File: src/rtl/fifo_arb_pkg.sv
// Shared types and width helpers for the fifo write arbiter.
// Optional feature macro used by the top: FIFO_ARB_PRIORITY_EN.
package fifo_arb_pkg;

    typedef enum logic [0:0] {
        IDLE  = 1'b0,
        BURST = 1'b1
    } arb_state_e;

    localparam int unsigned DEF_NUM_REQ    = 4;
    localparam int unsigned DEF_DATA_WIDTH = 8;
    localparam int unsigned DEF_MAX_BURST  = 4;

    // Grant index width; a single requester still needs one bit.
    function automatic int unsigned idx_width(input int unsigned n);
        return (n < 2) ? 1 : $clog2(n);
    endfunction

    function automatic int unsigned cnt_width(input int unsigned max_burst);
        return $clog2(max_burst + 1);
    endfunction

endpackage

File: src/rtl/fifo_write_arbiter_if.sv
// Producer-side handshake, fifo write port and grant status of the write arbiter.
interface fifo_write_arbiter_if
    import fifo_arb_pkg::*;
#(
    parameter int unsigned NUM_REQ    = DEF_NUM_REQ,
    parameter int unsigned DATA_WIDTH = DEF_DATA_WIDTH,
    parameter int unsigned GRANT_W    = idx_width(NUM_REQ)
);

    logic [NUM_REQ-1:0]            req_valid;
    logic [NUM_REQ*DATA_WIDTH-1:0] req_data;
    logic [NUM_REQ-1:0]            req_ready;
    logic                          fifo_full;
    logic                          fifo_write_enable;
    logic [DATA_WIDTH-1:0]         fifo_write_data;
    logic                          grant_valid;
    logic [GRANT_W-1:0]            grant_id;

    modport master (
        input  req_valid,
        input  req_data,
        input  fifo_full,
        output req_ready,
        output fifo_write_enable,
        output fifo_write_data,
        output grant_valid,
        output grant_id
    );

    modport slave (
        output req_valid,
        output req_data,
        output fifo_full,
        input  req_ready,
        input  fifo_write_enable,
        input  fifo_write_data,
        input  grant_valid,
        input  grant_id
    );

endinterface

File: src/rtl/fifo_write_arbiter_rr_arbiter.sv
// Combinational round-robin pick: first requesting index after i_last, wrapping.
module rr_arbiter
    import fifo_arb_pkg::*;
#(
    parameter int unsigned NUM_REQ = DEF_NUM_REQ,
    parameter int unsigned IDX_W   = idx_width(NUM_REQ)
) (
    input  logic [NUM_REQ-1:0] i_req,
    input  logic [IDX_W-1:0]   i_last,
    output logic [IDX_W-1:0]   o_winner,
    output logic               o_any
);

    logic             w_found;
    logic [IDX_W-1:0] w_idx;

    // Scan starts one past the previous winner so it is considered last.
    always_comb begin
        o_winner = '0;
        w_found  = 1'b0;
        w_idx    = '0;
        for (int unsigned off = 1; off <= NUM_REQ; off++) begin
            w_idx = IDX_W'((32'(i_last) + off) % NUM_REQ);
            if (!w_found && i_req[w_idx]) begin
                w_found  = 1'b1;
                o_winner = w_idx;
            end
        end
    end

    assign o_any = |i_req;

endmodule

File: src/rtl/fifo_write_arbiter.sv
// Round-robin, burst-bounded sharing of one fifo write port among NUM_REQ producers.
// Define FIFO_ARB_PRIORITY_EN to make requester 0 a strict high-priority client.
module fifo_write_arbiter
    import fifo_arb_pkg::*;
#(
    parameter int unsigned NUM_REQ    = DEF_NUM_REQ,
    parameter int unsigned DATA_WIDTH = DEF_DATA_WIDTH,
    parameter int unsigned MAX_BURST  = DEF_MAX_BURST
) (
    input  logic                 clk,
    input  logic                 rst,
    fifo_write_arbiter_if.master bus
);

    localparam int unsigned GRANT_W = idx_width(NUM_REQ);
    localparam int unsigned CNT_W   = cnt_width(MAX_BURST);

    arb_state_e         r_state,       w_state_nxt;
    logic               r_grant_valid, w_grant_valid_nxt;
    logic [GRANT_W-1:0] r_grant_id,    w_grant_id_nxt;
    logic [GRANT_W-1:0] r_last_grant,  w_last_grant_nxt;
    logic [CNT_W-1:0]   r_beat_cnt,    w_beat_cnt_nxt;

    logic [NUM_REQ-1:0]    w_rr_req;
    logic [GRANT_W-1:0]    w_rr_winner;
    logic                  w_rr_any;
    logic [GRANT_W-1:0]    w_win_idx;
    logic                  w_win_any;
    logic                  w_win_upd_last;
    logic                  w_g_valid;
    logic [DATA_WIDTH-1:0] w_g_data;
    logic [NUM_REQ-1:0]    w_req_ready;
    logic                  w_write_enable;
    logic [DATA_WIDTH-1:0] w_write_data;

    rr_arbiter #(
        .NUM_REQ (NUM_REQ),
        .IDX_W   (GRANT_W)
    ) u_rr_arbiter (
        .i_req    (w_rr_req),
        .i_last   (r_last_grant),
        .o_winner (w_rr_winner),
        .o_any    (w_rr_any)
    );

`ifdef FIFO_ARB_PRIORITY_EN
    // Requester 0 bypasses the rotation and leaves last_grant untouched.
    assign w_rr_req       = bus.req_valid & ~NUM_REQ'(1);
    assign w_win_any      = bus.req_valid[0] | w_rr_any;
    assign w_win_idx      = bus.req_valid[0] ? '0 : w_rr_winner;
    assign w_win_upd_last = !bus.req_valid[0];
`else
    assign w_rr_req       = bus.req_valid;
    assign w_win_any      = w_rr_any;
    assign w_win_idx      = w_rr_winner;
    assign w_win_upd_last = 1'b1;
`endif

    assign w_g_valid = bus.req_valid[r_grant_id];

    // Data slice of the granted producer.
    always_comb begin
        w_g_data = '0;
        for (int unsigned i = 0; i < NUM_REQ; i++) begin
            if (r_grant_id == GRANT_W'(i)) begin
                w_g_data = bus.req_data[i*DATA_WIDTH +: DATA_WIDTH];
            end
        end
    end

    always_ff @(posedge clk or posedge rst) begin
        if (rst) begin
            r_state       <= IDLE;
            r_grant_valid <= 1'b0;
            r_grant_id    <= '0;
            r_last_grant  <= GRANT_W'(NUM_REQ - 1);
            r_beat_cnt    <= '0;
        end else begin
            r_state       <= w_state_nxt;
            r_grant_valid <= w_grant_valid_nxt;
            r_grant_id    <= w_grant_id_nxt;
            r_last_grant  <= w_last_grant_nxt;
            r_beat_cnt    <= w_beat_cnt_nxt;
        end
    end

    // Next state and write-port decode; a full fifo stalls the burst without ending it.
    always_comb begin
        w_state_nxt       = r_state;
        w_grant_valid_nxt = r_grant_valid;
        w_grant_id_nxt    = r_grant_id;
        w_last_grant_nxt  = r_last_grant;
        w_beat_cnt_nxt    = r_beat_cnt;
        w_req_ready       = '0;
        w_write_enable    = 1'b0;
        w_write_data      = '0;

        case (r_state)
            IDLE: begin
                if (w_win_any) begin
                    w_state_nxt       = BURST;
                    w_grant_valid_nxt = 1'b1;
                    w_grant_id_nxt    = w_win_idx;
                    w_beat_cnt_nxt    = '0;
                    if (w_win_upd_last) begin
                        w_last_grant_nxt = w_win_idx;
                    end
                end
            end
            BURST: begin
                w_req_ready[r_grant_id] = !bus.fifo_full;
                w_write_enable          = w_g_valid & !bus.fifo_full;
                w_write_data            = w_write_enable ? w_g_data : '0;
                if (!w_g_valid) begin
                    w_state_nxt       = IDLE;
                    w_grant_valid_nxt = 1'b0;
                    w_beat_cnt_nxt    = '0;
                end else if (w_write_enable) begin
                    if (r_beat_cnt == CNT_W'(MAX_BURST - 1)) begin
                        w_state_nxt       = IDLE;
                        w_grant_valid_nxt = 1'b0;
                        w_beat_cnt_nxt    = '0;
                    end else begin
                        w_beat_cnt_nxt = r_beat_cnt + CNT_W'(1);
                    end
                end
            end
            default: begin
                w_state_nxt       = IDLE;
                w_grant_valid_nxt = 1'b0;
            end
        endcase
    end

    assign bus.req_ready         = w_req_ready;
    assign bus.fifo_write_enable = w_write_enable;
    assign bus.fifo_write_data   = w_write_data;
    assign bus.grant_valid       = r_grant_valid;
    assign bus.grant_id          = r_grant_id;

endmodule
File: src/flat_wrapper.sv
// flat-port wrapper written by rule: the top's interface ports become plain ports
module fifo_write_arbiter_flat import fifo_arb_pkg::*;
#(
    parameter int unsigned NUM_REQ    = DEF_NUM_REQ,
    parameter int unsigned DATA_WIDTH = DEF_DATA_WIDTH,
    parameter int unsigned MAX_BURST  = DEF_MAX_BURST
)
  (clk, rst, bus_req_valid, bus_req_data, bus_fifo_full, bus_req_ready, bus_fifo_write_enable, bus_fifo_write_data, bus_grant_valid, bus_grant_id);
  fifo_write_arbiter_if #(.NUM_REQ(NUM_REQ), .DATA_WIDTH(DATA_WIDTH)) bus_i ();
  input  logic clk;
  input  logic rst;
  input wire logic [$bits(bus_i.req_valid)-1:0] bus_req_valid;
  input wire logic [$bits(bus_i.req_data)-1:0] bus_req_data;
  input wire logic [$bits(bus_i.fifo_full)-1:0] bus_fifo_full;
  output wire logic [$bits(bus_i.req_ready)-1:0] bus_req_ready;
  output wire logic [$bits(bus_i.fifo_write_enable)-1:0] bus_fifo_write_enable;
  output wire logic [$bits(bus_i.fifo_write_data)-1:0] bus_fifo_write_data;
  output wire logic [$bits(bus_i.grant_valid)-1:0] bus_grant_valid;
  output wire logic [$bits(bus_i.grant_id)-1:0] bus_grant_id;
  assign bus_i.req_valid = bus_req_valid;
  assign bus_i.req_data = bus_req_data;
  assign bus_i.fifo_full = bus_fifo_full;
  assign bus_req_ready = bus_i.req_ready;
  assign bus_fifo_write_enable = bus_i.fifo_write_enable;
  assign bus_fifo_write_data = bus_i.fifo_write_data;
  assign bus_grant_valid = bus_i.grant_valid;
  assign bus_grant_id = bus_i.grant_id;
  fifo_write_arbiter #(.NUM_REQ(NUM_REQ), .DATA_WIDTH(DATA_WIDTH), .MAX_BURST(MAX_BURST)) u_core (.clk(clk), .rst(rst), .bus(bus_i));
endmodule
File: config.mk
export PLATFORM = sky130hd
export DESIGN_NAME = fifo_write_arbiter_flat
export DESIGN_NICKNAME = d
export VERILOG_FILES = /design/src/rtl/fifo_arb_pkg.sv /design/src/rtl/fifo_write_arbiter_if.sv /design/src/rtl/fifo_write_arbiter_rr_arbiter.sv /design/src/rtl/fifo_write_arbiter.sv /design/src/flat_wrapper.sv
export SDC_FILE = /design/constraint.sdc
export NUM_CORES = 1
export LEC_CHECK = 0
export CORE_MARGIN = 1.5
export CORE_UTILIZATION = 34
export CTS_CLUSTER_DIAMETER = 30
export DETAILED_ROUTE_END_ITERATION = 6
export GPL_TIMING_DRIVEN = 1
export HOLD_SLACK_MARGIN = 0.05
export PLACE_DENSITY = 0.75
export SYNTH_ARGS = -nofsm -noshare
export SYNTH_HDL_FRONTEND = slang
export SYNTH_SLANG_ARGS = --single-unit
File: constraint.sdc
create_clock -name clk -period 3.29 [get_ports clk]
set_input_delay 0.4935 -clock clk [delete_from_list [all_inputs] [get_ports clk]]
set_output_delay 0.4935 -clock clk [all_outputs]
set_load 0.005 [all_outputs]
* Word-level counts from Yosys, hierarchy flattened *
Cells that the tools add are included.

operators by class
  add/sub/neg operators = 5
  $lt $le $gt $ge = 6
  equality and inequality tests = 7
  muxes and demuxes = 42
  bitwise gates (word level) = 3
  reductions and logical operators = 13

operator list
  operator                                                           count
  2-to-1 mux 8 bit                                                   6
  2-to-1 mux 1 bit                                                   18
  less-than comparator 2 x 3 -> 1 bit, second input constant         5
  2-to-1 mux 3 bit                                                   4
  binary-select mux 1 bit (select 2 bit)                             5
  2-to-1 mux 2 bit                                                   4
  != test 3 bit, second input constant                               2
  one-hot mux 3 bit (2 select lines)                                 1
  adder 2 x 1 -> 2 bit, second input constant                        2
  adder 2 bit, second input constant                                 2
  AND 4 bit                                                          1
  equality test 2 bit, second input constant                         2
  logical AND 1 bit                                                  4
  zero test 1 bit                                                    4
  2-to-1 mux 4 bit                                                   1
  one-hot mux 1 bit (2 select lines)                                 2
  AND reduction 2 bit                                                2
  OR reduction 4 bit                                                 1
  adder 3 x 1 -> 3 bit, second input constant                        1
  equality test 3 x 2 -> 1 bit, second input constant                1
  AND reduction 3 bit                                                1
  demux 1 bit (select 2 bit)                                         1
  equality test 2 x 1 -> 1 bit, second input constant                1
  greater-or-equal comparator 2 x 1 -> 1 bit, second input constant  1
  other kinds (4)                                                    4

word-level totals
  register bits after elaboration = 9
  input port bits = 39
  output and inout port bits = 16
  logic and storage cells = 81

* Depth between registers and ports, before layout *
Gate-level depths: netlist (run 1).

  depth in word-level cells = 13
  depth in mapped cells = 6
  depth with buffers taken out = 5

* Cells and area by module *
A second synthesis (run 1) with hierarchy kept.

unflattened totals
  cell total of the unflattened synthesis = 82
  area, all modules = 824.5 µm²

by module, submodules not included
  module              times used  cells an instance  area an instance (µm²)  seq. area each (µm²)
  fifo_write_arbiter  1           68                 743.2                   227.7
  rr_arbiter          1           14                 81.3                    0.0

* Worst setup path before layout (run 1) *
No wires, ideal clock.

  path type = register to output
  from = register u_core.r_grant_id[0], in the netlist u_core.bus.grant_id[0]
  to = output bus_fifo_write_data[2]
  arrival = 1347 ps
  required time = 2796 ps
  slack = 1450 ps
  cell stages (with the launch flop) = 5
  path buffers = 2
  cell sequence = dfrtp_1 buf_2 buf_6 mux4_2 and3_1

between the ends
  cells in the longest elaborated chain, start to end = 7
  elaborated cells on any way between the ends = 13
  those cells by class = 3 x eq/ne; 8 x mux; 1 x bitwise; 1 x reduce/logical

RTL lines
  element                        RTL line                   source
  from (decl)                    fifo_write_arbiter.sv:20   logic [GRANT_W-1:0] r_grant_id, w_grant_id_nxt;
  from (signal assigned)         fifo_write_arbiter.sv:81   r_grant_id <= w_grant_id_nxt;
  zero test 2 bit                fifo_write_arbiter.sv:65   if (r_grant_id == GRANT_W'(i)) begin
  2-to-1 mux 8 bit (4 in a row)  fifo_write_arbiter.sv:65
  2-to-1 mux 8 bit *             fifo_write_arbiter.sv:113  w_write_data = w_write_enable ? w_g_data : '0;
  2-to-1 mux 8 bit *             fifo_write_arbiter.sv:98   case (r_state)
  to (decl)                      flat_wrapper.sv:17         output wire logic [$bits(bus_i.fifo_write_data)-1:0] bus_fifo_write_data;

Every way passes the cells marked *; elsewhere a longest branch is shown, timed or not. The select of a mux whose other input is x is not followed.

* Final worst setup path (run 1) *
  from = register u_core.r_grant_id[1], in the netlist u_core.bus.grant_id[1]
  to = output bus_fifo_write_data[2]

The elaborated chain is that of the path after synthesis.

==> results.cfg, run 1 <==
[finish]
fin_area_um2 = 1430
final_nets = 182
drive_above_1_share_pct = 15.6
final_cells = 171
antennaDiodeCount = 0
area_delta_synth_final_pct = 64.9

[clock_tree]
htree_levels = 1
cts_resized = 0
clkSinkCount = 9
insertion_delay_ns = 0.26
clk_path_buf_depth = 2
cts-buffers-inserted = 3
holdBufCountCts = 0
cts_tree = built
clkTransAtPathRegs_ns = 0.06
post_cts_buffers = 0
root_buffer = clkbuf_4

[job]
drv_cap = 0

[detailed_routing]
viasPerCell = 5.05
route.vias.total = 864
drt-initial-drc-count = 20
drc = 0
antenna_left = 0
wl_per_cell_um = 13.8
wl_um = 2360
drtPass1Iterations = 4

[placed_design]
dpl-instance-area_um2 = 1410
dpl.hpwl_um = 1910
port_buffers = 54
dp.cells = 167
place.gp.congestion = 0.805

[grt]
grt_antenna_before_repair = 0
grt_use_total_pct = 17.6
gr-usage-met1_pct = 20.3
grt_pass1_vias = 815
grt_max_degree = 16
grt.met3_usage_pct = 6.94
top_usage_layer = met2
grt_pass1_wl_um = 3550
use_met2_pct = 30.7
gr-total-overflow = 0

[die]
dieArea_um2 = 2870
fp.coreArea_um2 = 2450
dieWidth_um = 53.6
dieHeight_um = 53.6
io-pin-count = 55
rows = 18
initial_utilization_pct = 35.4

[logic_synthesis]
ys_ff_latch = 9
syn_area_um2 = 870
synth_cell_type_count = 33
synth_flop_cell = dfrtp_1
synth_nets = 128
synthArstFlopShare_pct = 100
syn_inst = 88
syn_avg_cell_area_um2 = 9.88
synth_edf_count = 0
yosys_warnings = 0
seq_area_frac_synth_pct = 26.2

[timing]
tightest_slew_ns = 0.666
layout_min_cycle_time_ns = 2.79
fmax_mhz = 358
fin_hold_ws_ns = 0.479
relSlewSlack_pct = 55.6
tns_ns = 0
finalMaxSlewViolations = 0
period_share_pct = 84.8
rsz0062_at_grt = no
fin_worst_skew_ns = 0.00367
setup_viol = 0
hold_viol = 0

[power]
power_density_nw_per_um2 = 604
power.leakage_nw = 0.594
vdd_drop_max_mv = 0.356

[setup_path]
max_stage_delay_ns = 0.70
start_kind = flip-flop
path_max_fanout = 15
path_cells = mux4_2, and3_1, clkdlybuf4s50_1
worstPathRequired_ns = 2.80
crit_path_end_kind = output port
r2r-start = u_core.bus.grant_id[1]$_DFFE_PP0P_
reg2reg_slack_ns = 1.39
setup.worst_path.class = reg2out
crit_arrival_ns = 2.30
rr_endpoint = u_core.r_state$_DFF_PP0_
r2r_cells = 3
cp_slowest_cell = mux4_2

[hold_path]
hp-class = in2async

[status]
status = completed
[power by group]
| part | internal, mW | leakage [nW] | switching, mW |
|---|---|---|---|
| Sequential | 0.165 | 0.107 | 0.121 |
| Clock | 0.0467 | 0.0150 | 0.0378 |
| Combinational | 0.330 | 0.472 | 0.166 |
[stage by stage]
| step | total power, mW | worst slack, ns | util, % |
|---|---|---|---|
| after global placement | 0.774 | 0.530 | 57.3 |
| after detailed placement | 0.789 | 0.496 | 57.3 |
| after floorplan | 0.611 | 1.45 | - |
| after CTS | 0.879 | 0.451 | 58.4 |
| after global routing | 0.946 | 0.353 | 58.4 |
| final | 0.866 | 0.500 | 58.4 |
[cells in the mapped netlist (all sizes together) (3+ instances only)]
cell type   n  area, um^2
and3b       3        27.5
o21ai       4        20.0
nor2b       3        26.3
inv         4        15.0
nor2       11        43.8
buf         5        43.8
mux4        9         203
and3        9        56.3
nand2       9        33.8
dfrtp       7         175
a21oi       4        20.0
[cells in the final DEF (no fill, tap or decap)]
cell             Yosys  final
clkdlybuf4s50_1      0     54
nor2_1              10     10
nand2_1              9      9
mux4_2               9      9
and3_1               9      9
dfrtp_1              7      7
a21oi_1              4      4
inv_1                4      4
o21ai_1              3      3
clkbuf_4             0      3
nand2b_1             2      2
nor2b_1              2      2
and3b_1              2      2
nor3b_1              2      2
dfstp_2              2      2
or2b_1               1      1
and3b_2              1      1
nor4_1               1      1
or4_4                1      1
nor2b_4              1      1
a21boi_2             1      1
and2_1               1      1
o2bb2ai_2            1      1
o22ai_1              1      1
or3b_1               1      1
a211oi_1             1      1
o21ai_0              1      1
o22a_1               1      1
a21o_1               1      1
nor2_2               1      1
a211oi_2             1      1
ha_1                 1      1
clkbuf_1             1      1
buf_4                0      1
[sequential cells by signal (all words and copies together), names as in the netlist]
signal                  flops
u_core.bus.grant_valid      1
u_core.bus.grant_id         2
u_core.r_state              1
u_core.r_last_grant         2
u_core.r_beat_cnt           3
[worst max path at each step]
stage	cells after the start	slack, ns	startpoint	to
after floorplan	4	1.45	u_core.bus.grant_id[0]$_DFFE_PP0P_	bus_fifo_write_data[2]
after global placement	4	0.53	bus_req_valid[1]	bus_fifo_write_data[6]
after detailed placement	4	0.50	bus_req_valid[0]	bus_fifo_write_data[6]
after CTS	3	0.45	u_core.bus.grant_id[1]$_DFFE_PP0P_	bus_fifo_write_data[6]
after global routing	3	0.35	u_core.bus.grant_id[1]$_DFFE_PP0P_	bus_fifo_write_data[7]
final	3	0.50	u_core.bus.grant_id[1]$_DFFE_PP0P_	bus_fifo_write_data[2]
[final cells by class]
class | count | area, um^2
tap | 30 | 37.5
sequential | 9 | 228
inverter | 4 | 15.0
multi-input combinational | 69 | 579
clock buffer | 4 | 26.3
timing repair buffer | 55 | 548
fill | 230 | 1020
[logic make-up after synthesis]
group / after synthesis / share of synthesized area, %
buffers and inverters: 10 / 7.19
multiplexers: 9 / 23.3
flip-flops: 9 / 26.2
AND/OR/NAND/NOR: 44 / 29.4
AO/OA/AOI/OAI: 15 / 12.5
adder cells (fa/ha/maj): 1 / 1.44
[per-layer routing]
metal	routed length (um)	vias up
li1	-	430
met1	955	409
met2	1280	23
met3	115	2
met4	14	0
met5	0	-
[critical path: cells and delay by family (launching register included)]
family	cells	cell delay [ns]
buf+inv	1	0.45
mux	1	0.70
flops	1	0.69
simple gates	1	0.19
No activity file was read; power rests on OpenSTA's default activity.
==> run 2, diff against run 1 <==
--- a/config.mk
+++ b/config.mk
@@ -6,12 +6,12 @@
 export NUM_CORES = 1
 export LEC_CHECK = 0
 export CORE_MARGIN = 1.5
-export CORE_UTILIZATION = 34
+export CORE_UTILIZATION = 33
 export CTS_CLUSTER_DIAMETER = 30
 export DETAILED_ROUTE_END_ITERATION = 6
 export GPL_TIMING_DRIVEN = 1
 export HOLD_SLACK_MARGIN = 0.05
-export PLACE_DENSITY = 0.75
+export PLACE_DENSITY = 0.77
 export SYNTH_ARGS = -nofsm -noshare
 export SYNTH_HDL_FRONTEND = slang
 export SYNTH_SLANG_ARGS = --single-unit
==> constraint.sdc (replaced) <==
create_clock -name clk -period 2.41 [get_ports clk]
set_input_delay 0.3615 -clock clk [delete_from_list [all_inputs] [get_ports clk]]
set_output_delay 0.3615 -clock clk [all_outputs]
set_load 0.005 [all_outputs]
==> run 2 against run 1 <==
Effect of this change: global-route usage fell by 0.32 points; clock-buffer cell count fell by 1; wire length rose by 16%; critical path depth rose by 1; critical path type unchanged; setup slack got worse by 0.41 ns; largest cell class is now non-clock buffers.
==> results.cfg, run 2 (synthesis gave the netlist of run 1 again) <==
[grt]
grt_antenna_before_repair = 0
grt_pass1_wl_um = 3670
grt_max_degree = 16
gr-total-overflow = 0
grt_pass1_vias = 846
grt_use_total_pct = 17.3

[setup_path]
rr_endpoint = u_core.r_state$_DFF_PP0_
start_kind = flip-flop
worstPathRequired_ns = 2.05
reg2reg_slack_ns = 0.74
setup.worst_path.class = reg2out
path_max_fanout = 16
startpoint = u_core.bus.grant_id[0]$_DFFE_PP0P_
r2r-start = u_core.bus.grant_id[1]$_DFFE_PP0P_
crit_path_end_kind = output port
r2r_cells = 4
setup.worst_path.end = bus_fifo_write_data[5]
crit_arrival_ns = 1.96

[timing]
setup_viol = 0
fin_hold_ws_ns = 0.354
relSlewSlack_pct = 74.0
fmax_mhz = 432
hold_viol = 0
finalMaxSlewViolations = 0
period_share_pct = 96.1
tns_ns = 0
tightest_slew_ns = 0.387
layout_min_cycle_time_ns = 2.32
rsz0062_at_grt = no
fin_ws_ns = 0.0930
fin_worst_skew_ns = 0.00407

[power]
clkPwrFrac_pct = 8.9
vdd_drop_max_mv = 0.538
p_switching_uw = 487
power.leakage_nw = 0.678
p_comb_share_pct = 68.4
power_density_nw_per_um2 = 853
power.internal_uw = 820
switching_share_pct = 37.2
p_seq_share_pct = 22.6

[status]
status = completed

[die]
initial_utilization_pct = 35.1
dieHeight_um = 54.3
rows = 18
dieWidth_um = 54.3
dieArea_um2 = 2950
fp.coreArea_um2 = 2480
io-pin-count = 55

[clock_tree]
holdBufCountCts = 0
cts-buffers-inserted = 3
clk_path_buf_depth = 2
clkSinkCount = 9
insertion_delay_ns = 0.26
htree_levels = 1
clkTransAtPathRegs_ns = 0.07
root_buffer = clkbuf_4
cts_tree = built

[finish]
final_nets = 190
area_delta_synth_final_pct = 76.3
multi_input_area_um2 = 602
drive_above_1_share_pct = 20.8
largest_register = u_core.r_beat_cnt
largest_reg_flops = 3
register_area_um2 = 228
final_common_cell = clkdlybuf4s50_1
final_cell_mix = 50 x clkdlybuf4s50_1, 10 x nor2_1, 10 x mux4_2, 9 x nand2_1, 9 x and3_1
antennaDiodeCount = 0
n_fill_cell = 222

[detailed_routing]
wl_per_cell_um = 15.3
drtPass1Iterations = 4
wl_um = 2740
antenna_left = 0
drc = 0
route.vias.total = 921
viasPerCell = 5.15
drt-initial-drc-count = 16

[placed_design]
port_buffers = 54
place.gp.congestion = 0.724
dpl.hpwl_um = 2150
dp_slack_ns = 0.00920

[hold_path]
hp-class = in2async

[job]
drv_cap = 0
run 2: changes by cell type in the layout (fill, tap and decap cells not counted):
cell | previous run | this run
dlymetal6s2s_1 | 0 | 4
clkdlybuf4s50_1 | 54 | 50
clkinv_2 | 0 | 1
mux4_2 | 9 | 10
buf_12 | 0 | 1
clkbuf_1 | 1 | 0
buf_4 | 1 | 7
run 2: timing repair:
item / 4_1_cts / 5_1_grt
gates resized for setup: 0 / 5
setup endpoints to repair: 0 / 9
setup buffers: 0 / 0
endpoints found under the hold margin: 0 / 0
run 2: how the worst min path moves through the flow:
stage                                           from                            endpoint  slack [ns]  cells after the start
floorplan                                        rst  u_core.bus.grant_id[0]$_DFFE_PP0P_        0.19                      1
global placement    u_core.r_beat_cnt[0]$_DFFE_PP0P_    u_core.r_beat_cnt[0]$_DFFE_PP0P_        0.47                      1
detailed placement  u_core.r_beat_cnt[0]$_DFFE_PP0P_    u_core.r_beat_cnt[0]$_DFFE_PP0P_        0.49                      1
CTS                                              rst            u_core.r_state$_DFF_PP0_        0.36                      2
global route                                     rst    u_core.r_beat_cnt[2]$_DFFE_PP0P_        0.37                      2
finish                                           rst    u_core.r_beat_cnt[2]$_DFFE_PP0P_        0.35                      2
run 2: area by class of cell:
cell class                      instances  share of cell area (%)
Clock buffer                            3                    1.47
Clock inverter                          1                   0.327
Inverter                                4                   0.980
Multi-Input combinational cell         70                    39.3
Sequential cell                         9                    14.9
Tap cell                               30                    2.45
Timing Repair Buffer                   62                    40.7
run 2: power groups by stage:
| stage | sequential [mW] | clock [mW] | combinational [mW] |
|---|---|---|---|
| after floorplan | 0.283 | 0 | 0.550 |
| after global placement | 0.286 | 0 | 0.854 |
| after detailed placement | 0.292 | 0 | 0.876 |
| after CTS | 0.291 | 0.121 | 0.877 |
| after global routing | 0.307 | 0.135 | 0.973 |
| final | 0.296 | 0.117 | 0.894 |
run 2: worst max-delay path, stage by stage, from the launching register on:
cell,delay [ns]
dfrtp_1,0.37
buf_12,0.16
mux4_2,0.52
and3_1,0.19
clkdlybuf4s50_1,0.44
run 2: stage by stage:
step           std cells  cell area (um^2)  util, %  power [mW]
2_1_floorplan         88               870        -       0.833
4_1_cts              178              1500     60.6        1.29
6_report             179              1530     61.9        1.31
5_1_grt              179              1530     61.9        1.41
3_5_place_dp         174              1470     59.4        1.17
3_3_place_gp         174              1470     59.4        1.14
run 2: metal layers:
metal | wire (um) | GRT usage [%]
met5 | 0 | 0
met4 | 16 | 3.75
met3 | 87 | 4.10
met2 | 1500 | 30.3
met1 | 1140 | 21.3
==> run 3, diff against run 2 <==
--- a/config.mk
+++ b/config.mk
@@ -9,6 +9,7 @@
 export CORE_UTILIZATION = 33
 export CTS_CLUSTER_DIAMETER = 30
 export DETAILED_ROUTE_END_ITERATION = 6
+export GPL_ROUTABILITY_DRIVEN = 0
 export GPL_TIMING_DRIVEN = 1
 export HOLD_SLACK_MARGIN = 0.05
 export PLACE_DENSITY = 0.77
==> results of run 3 <==
Same layout as run 2: the final DEF is identical, and so are final timing and power.
